===== src/rtl/simon_pkg.sv =====
// Shared Simon game definitions: color encoding, sequencer FSM states and LFSR width.
package simon_pkg;

  typedef logic [1:0] color_t;

  localparam color_t COLOR_B = 2'b00;
  localparam color_t COLOR_G = 2'b01;
  localparam color_t COLOR_R = 2'b10;
  localparam color_t COLOR_Y = 2'b11;

  localparam int unsigned LFSR_W = 16;

  typedef enum logic [1:0] {
    ST_IDLE = 2'd0,
    ST_ON   = 2'd1,
    ST_OFF  = 2'd2
  } state_t;

  // Maps two random bits onto a named color.
  function automatic color_t to_color(input logic [1:0] bits);
    color_t c;
    unique case (bits)
      2'b00:   c = COLOR_B;
      2'b01:   c = COLOR_G;
      2'b10:   c = COLOR_R;
      default: c = COLOR_Y;
    endcase
    return c;
  endfunction

endpackage


===== src/rtl/simon_lfsr.sv =====
// Free-running 16-bit Fibonacci LFSR (taps 16,14,13,11) with synchronous seed load.
module simon_lfsr
  import simon_pkg::*;
#(
  parameter logic [LFSR_W-1:0] SEED = 16'hACE1
) (
  input  logic              clk,
  input  logic              reset,
  output logic [LFSR_W-1:0] state
);

  logic [LFSR_W-1:0] lfsr_q;
  logic [LFSR_W-1:0] lfsr_d;

  always_comb begin
    lfsr_d = {lfsr_q[LFSR_W-2:0], lfsr_q[15] ^ lfsr_q[13] ^ lfsr_q[12] ^ lfsr_q[10]};
  end

  always_ff @(posedge clk) begin
    if (reset) lfsr_q <= SEED;
    else       lfsr_q <= lfsr_d;
  end

  assign state = lfsr_q;

endmodule


===== src/rtl/simon_sequence_player.sv =====
// Stores the Simon color sequence, appends random colors and plays it back as timed color/go pulses.
module simon_sequence_player
  import simon_pkg::*;
#(
  parameter  int unsigned MAX_LEN   = 32,
  parameter  int unsigned ON_TICKS  = 25_000_000,
  parameter  int unsigned OFF_TICKS = 12_500_000,
  localparam int unsigned LW        = $clog2(MAX_LEN + 1)
) (
  input  logic          clk,
  input  logic          reset,
  input  logic          clear,
  input  logic          append,
  input  logic          start,
  input  logic [LW-1:0] rd_idx,
  output logic [1:0]    rd_color,
  output logic [1:0]    color,
  output logic          go,
  output logic          busy,
  output logic          done,
  output logic [LW-1:0] length,
  output logic          full
);

  localparam int unsigned AW       = $clog2(MAX_LEN);
  localparam int unsigned TICK_MAX = (ON_TICKS > OFF_TICKS) ? ON_TICKS : OFF_TICKS;
  localparam int unsigned TW       = (TICK_MAX > 1) ? $clog2(TICK_MAX) : 1;

  localparam logic [TW-1:0] ON_RELOAD  = TW'(ON_TICKS - 1);
  localparam logic [TW-1:0] OFF_RELOAD = TW'(OFF_TICKS - 1);
  localparam logic [LW-1:0] LEN_MAX    = LW'(MAX_LEN);

  logic [LFSR_W-1:0] lfsr_state;
  logic              unused_lfsr;
  color_t            new_color;
  logic              wr_en;

  state_t            state_q,  state_d;
  logic [AW-1:0]     idx_q,    idx_d;
  logic [TW-1:0]     timer_q,  timer_d;
  logic [LW-1:0]     length_q, length_d;
  logic              full_q,   full_d;
  color_t            color_q,  color_d;
  logic              go_q,     go_d;
  logic              busy_q,   busy_d;
  logic              done_q,   done_d;

  color_t            mem_q [MAX_LEN];

  simon_lfsr #(
    .SEED (16'hACE1)
  ) u_lfsr (
    .clk   (clk),
    .reset (reset),
    .state (lfsr_state)
  );

  assign new_color   = to_color(lfsr_state[1:0]);
  assign unused_lfsr = ^lfsr_state[LFSR_W-1:2];

  // Next-state, sequence bookkeeping and registered output values.
  always_comb begin
    state_d  = state_q;
    idx_d    = idx_q;
    timer_d  = timer_q;
    length_d = length_q;
    done_d   = 1'b0;
    wr_en    = 1'b0;

    unique case (state_q)
      ST_IDLE: begin
        if (clear) begin
          length_d = '0;
        end else if (append) begin
          if (!full_q) begin
            wr_en    = 1'b1;
            length_d = length_q + LW'(1);
          end
        end else if (start) begin
          if (length_q != '0) begin
            state_d = ST_ON;
            idx_d   = '0;
            timer_d = ON_RELOAD;
          end else begin
            done_d = 1'b1;
          end
        end
      end
      ST_ON: begin
        if (clear) begin
          state_d  = ST_IDLE;
          length_d = '0;
        end else if (timer_q == '0) begin
          state_d = ST_OFF;
          timer_d = OFF_RELOAD;
        end else begin
          timer_d = timer_q - TW'(1);
        end
      end
      ST_OFF: begin
        if (clear) begin
          state_d  = ST_IDLE;
          length_d = '0;
        end else if (timer_q == '0) begin
          if (LW'(idx_q) == length_q - LW'(1)) begin
            state_d = ST_IDLE;
            done_d  = 1'b1;
          end else begin
            state_d = ST_ON;
            idx_d   = idx_q + AW'(1);
            timer_d = ON_RELOAD;
          end
        end else begin
          timer_d = timer_q - TW'(1);
        end
      end
      default: begin
        state_d = ST_IDLE;
      end
    endcase

    full_d  = (length_d == LEN_MAX);
    go_d    = (state_d == ST_ON);
    busy_d  = (state_d != ST_IDLE);
    color_d = (state_d == ST_ON) ? mem_q[idx_d] : color_q;
  end

  always_ff @(posedge clk) begin
    if (reset) begin
      state_q  <= ST_IDLE;
      idx_q    <= '0;
      timer_q  <= '0;
      length_q <= '0;
      full_q   <= 1'b0;
      color_q  <= COLOR_B;
      go_q     <= 1'b0;
      busy_q   <= 1'b0;
      done_q   <= 1'b0;
    end else begin
      state_q  <= state_d;
      idx_q    <= idx_d;
      timer_q  <= timer_d;
      length_q <= length_d;
      full_q   <= full_d;
      color_q  <= color_d;
      go_q     <= go_d;
      busy_q   <= busy_d;
      done_q   <= done_d;
    end
  end

  // Sequence storage has no reset; only entries below length are ever observed.
  always_ff @(posedge clk) begin
    if (wr_en) mem_q[AW'(length_q)] <= new_color;
  end

  assign rd_color = (rd_idx < length_q) ? mem_q[AW'(rd_idx)] : COLOR_B;
  assign color    = color_q;
  assign go       = go_q;
  assign busy     = busy_q;
  assign done     = done_q;
  assign length   = length_q;
  assign full     = full_q;

endmodule


===== config.mk =====
export PLATFORM = sky130hd
export DESIGN_NAME = simon_sequence_player
export DESIGN_NICKNAME = d
export VERILOG_FILES = /design/src/rtl/simon_pkg.sv /design/src/rtl/simon_lfsr.sv /design/src/rtl/simon_sequence_player.sv
export SDC_FILE = /design/constraint.sdc
export NUM_CORES = 1
export LEC_CHECK = 0
export BUFFER_PORTS_ARGS = -buffer_cell sky130_fd_sc_hd__clkbuf_2
export CORE_UTILIZATION = 57
export CTS_BUF_LIST = sky130_fd_sc_hd__clkbuf_16
export DETAILED_ROUTE_END_ITERATION = 8
export PLACE_DENSITY = 0.72
export SKIP_LAST_GASP = 1
export SYNTH_ARGS = -nofsm -noshare
export SYNTH_HDL_FRONTEND = slang
export SYNTH_HIERARCHICAL = 1
export SYNTH_SLANG_ARGS = --single-unit
export TNS_END_PERCENT = 10

===== constraint.sdc =====
create_clock -name clk -period 4.21 [get_ports clk]
set_clock_uncertainty 0.05 [all_clocks]
set_input_delay 0.6315 -clock clk [delete_from_list [all_inputs] [get_ports clk]]
set_output_delay 0.6315 -clock clk [all_outputs]
set_load 0.1 [all_outputs]

==> flow_summary.yaml <==
detailed_routing:
  drt_pre_antenna_iters: 9
  viasPerCell: 6.50
  first_iter_violations: 476
  wl_per_cell_um: 20.5
  antenna_left: 0
  num_vias: 5375
  drc_errors: 2
  routed_wl_um: 16900
power_and_ir_drop:
  power_density_nw_per_um2: 426
  p_leak_nw: 2.67
  power.share.clock_pct: 46.4
  p_comb_share_pct: 11.9
  power.switching_mw: 0.843
  sw_frac_of_total_pct: 26.0
  seq_power_share_pct: 41.8
  p_int_mw: 2.40
  ir_worst_vdd_v: 0.000331
critical_path:
  crit_path_start: "length[0]$_SDFF_PP0_"
  start_kind: "register"
  arrival_ns: 4.13
  r2r_start: "length[0]$_SDFF_PP0_"
  cp-endpoint: "color[0]$_SDFFE_PP0P_"
  r2r_end: "color[0]$_SDFFE_PP0P_"
  crit_required_ns: 4.48
  critical_path_class: "reg -> reg"
  r2r_cells: 13
  r2r_slack_ns: 0.35
  worst_setup_path_end_kind: "register"
  cp_max_fo: 32
clocking:
  clk_path_buf_depth: 2
  numCtsBuffers: 17
  cts_hold_buffers: 0
  cts.sinks: 124
  cts_tree: "yes"
  clkTransAtPathRegs_ns: 0.06
  h-tree-depth: 4
  insertion_delay_ns: 0.42
  cts_root_buf: "clkbuf_16"
  post_cts_resized: 0
  post_cts_buffers: 0
timing:
  slew_violations: 0
  finalHoldViolCount: 0
  max_freq_mhz: 259
  finalSetupTns_ns: 0
  tightestPinTransition_ns: 1.16
  finalSetupViolCount: 0
  grt_setup_unrepaired: "false"
  relSlewSlack_pct: 22.3
  final.min_clock_period_ns: 3.86
  fin_crit_sh_pct: 91.8
  fin_ws_ns: 0.346
placed_design:
  numPlacedInstances: 795
  portBuffers: 24
  gp_congestion: 0.899
  hpwlAfterDp_um: 11500
  dp_worst_setup_slack_ns: 0.409
finish:
  drive_above_1_share_pct: 15.1
  n_antenna_cell: 0
  nNetsFinal: 698
  postLayoutCoreUtil_pct: 65.9
  fill_cells: 881
  syn_to_final_growth_pct: 11.9
  final_cells: 827
die:
  ios: 25
  die_h_um: 111
  die_w_um: 111
  start_util_pct: 59.0
  core_um2: 11500
  rows: 39
  die-area_um2: 12400
global_route:
  use_met2_pct: 44.9
  use_met1_pct: 38.4
  antenna_found_initial: 0
  overflow: 0
  grt_busiest_layer: "met2"
  grt_pass1_vias: 5151
  grt_max_degree: 34
  grt_pass1_wl_um: 27200
  grt_usage_pct: 28.8
  use_met3_pct: 5.52
logic_synthesis:
  synth_nets: 683
  yosysWarnings: 6
  synthCells: 656
  syn_area_per_cell_um2: 10.3
  syn-cell-area_um2: 6790
worst_hold_path:
  min_from: "u_lfsr/state[14]$_SDFF_PP0_"
  min_path_type: "reg -> reg"
run_status:
  status: "complete, but fails checks"
  violations: "design-rule violations"
flow_run:
  drv.max_cap_violation_count: 0
-- per-layer routing --
| layer | part of all wire, % | up-vias |
|---|---|---|
| li1 | - | 2470 |
| met1 | 43 | 2615 |
| met2 | 47 | 252 |
| met3 | 6.6 | 38 |
| met4 | 3.5 | 0 |
| met5 | 0 | - |
-- cells in the final DEF (no fill, tap or decap), types with 5 or more instances in the layout --
master     instances
mux4_2            20
nor3_1            20
mux2i_1           38
inv_6              6
nand3_1           17
nand4_1            6
and2_1            10
or2_1              7
o211ai_1           5
o22ai_1            7
a22oi_1            5
ha_1              16
or3_1              7
a21oi_1           36
clkbuf_2          24
nand2_1           35
buf_4              7
inv_1             18
xor2_1             8
xnor2_1           12
edfxtp_1          64
clkbuf_16         17
nand2b_1           9
dfxtp_1           60
nor4_1             6
nor2b_1           16
a211oi_1           8
nor2_1            94
and3_1             5
o21ai_0           26
-- sequential cells by signal, indices dropped and copies added, names as in the netlist --
name,cells
mem_q,64
timer_q,25
u_lfsr/state,16
length,6
idx_q,5
color,2
state_q,2
busy,1
done,1
full,1
go,1
-- metrics by stage --
step / total power, mW / instance area, um^2 / hold WS, ns
after floorplan: 1.66 / 6790 / 0.333
after global placement: 1.74 / 6980 / 0.343
after detailed placement: 1.75 / 6980 / 0.337
after CTS: 3.25 / 7590 / 0.362
after global routing: 3.35 / 7590 / 0.378
final: 3.24 / 7590 / 0.360
-- worst max-delay path, stage by stage (launching register included) --
cell	delay (ns)
dfxtp_1	0.43
inv_1	0.19
ha_1	0.27
or3b_2	0.50
o31a_1	0.29
a2bb2oi_1	0.42
nand2_1	0.17
o211ai_4	0.12
buf_12	0.27
mux2_1	0.35
nand2_1	0.06
o21ai_0	0.09
a221o_1	0.36
a21o_1	0.17
-- area by class of cell --
cell class / count / area (um^2) / area share [%]
Inverter: 17 / 63.8 / 0.840
Timing Repair Buffer: 32 / 193 / 2.54
Clock inverter: 15 / 188 / 2.47
Sequential cell: 124 / 3120 / 41.1
Multi-Input combinational cell: 479 / 3420 / 45.1
Tap cell: 143 / 179 / 2.36
Clock buffer: 17 / 425 / 5.60
-- power by group through the flow --
| stage | combinational (mW) | sequential (mW) | clock [mW] |
|---|---|---|---|
| after floorplan | 0.303 | 1.36 | 0 |
| after global placement | 0.365 | 1.38 | 0 |
| after detailed placement | 0.376 | 1.38 | 0 |
| after CTS | 0.380 | 1.35 | 1.52 |
| after global routing | 0.417 | 1.36 | 1.57 |
| final | 0.385 | 1.35 | 1.50 |
-- worst min path at each step --
| stage | to | slack [ns] | depth (start not counted) |
|---|---|---|---|
| after floorplan | u_lfsr/state[10]$_SDFF_PP1_ | 0.33 | 1 |
| after global placement | u_lfsr/state[15]$_SDFF_PP1_ | 0.34 | 1 |
| after detailed placement | u_lfsr/state[7]$_SDFF_PP1_ | 0.34 | 1 |
| after CTS | u_lfsr/state[15]$_SDFF_PP1_ | 0.36 | 1 |
| after global routing | u_lfsr/state[15]$_SDFF_PP1_ | 0.38 | 1 |
| final | u_lfsr/state[15]$_SDFF_PP1_ | 0.36 | 1 |
No activity file was read; power rests on OpenSTA's default activity.
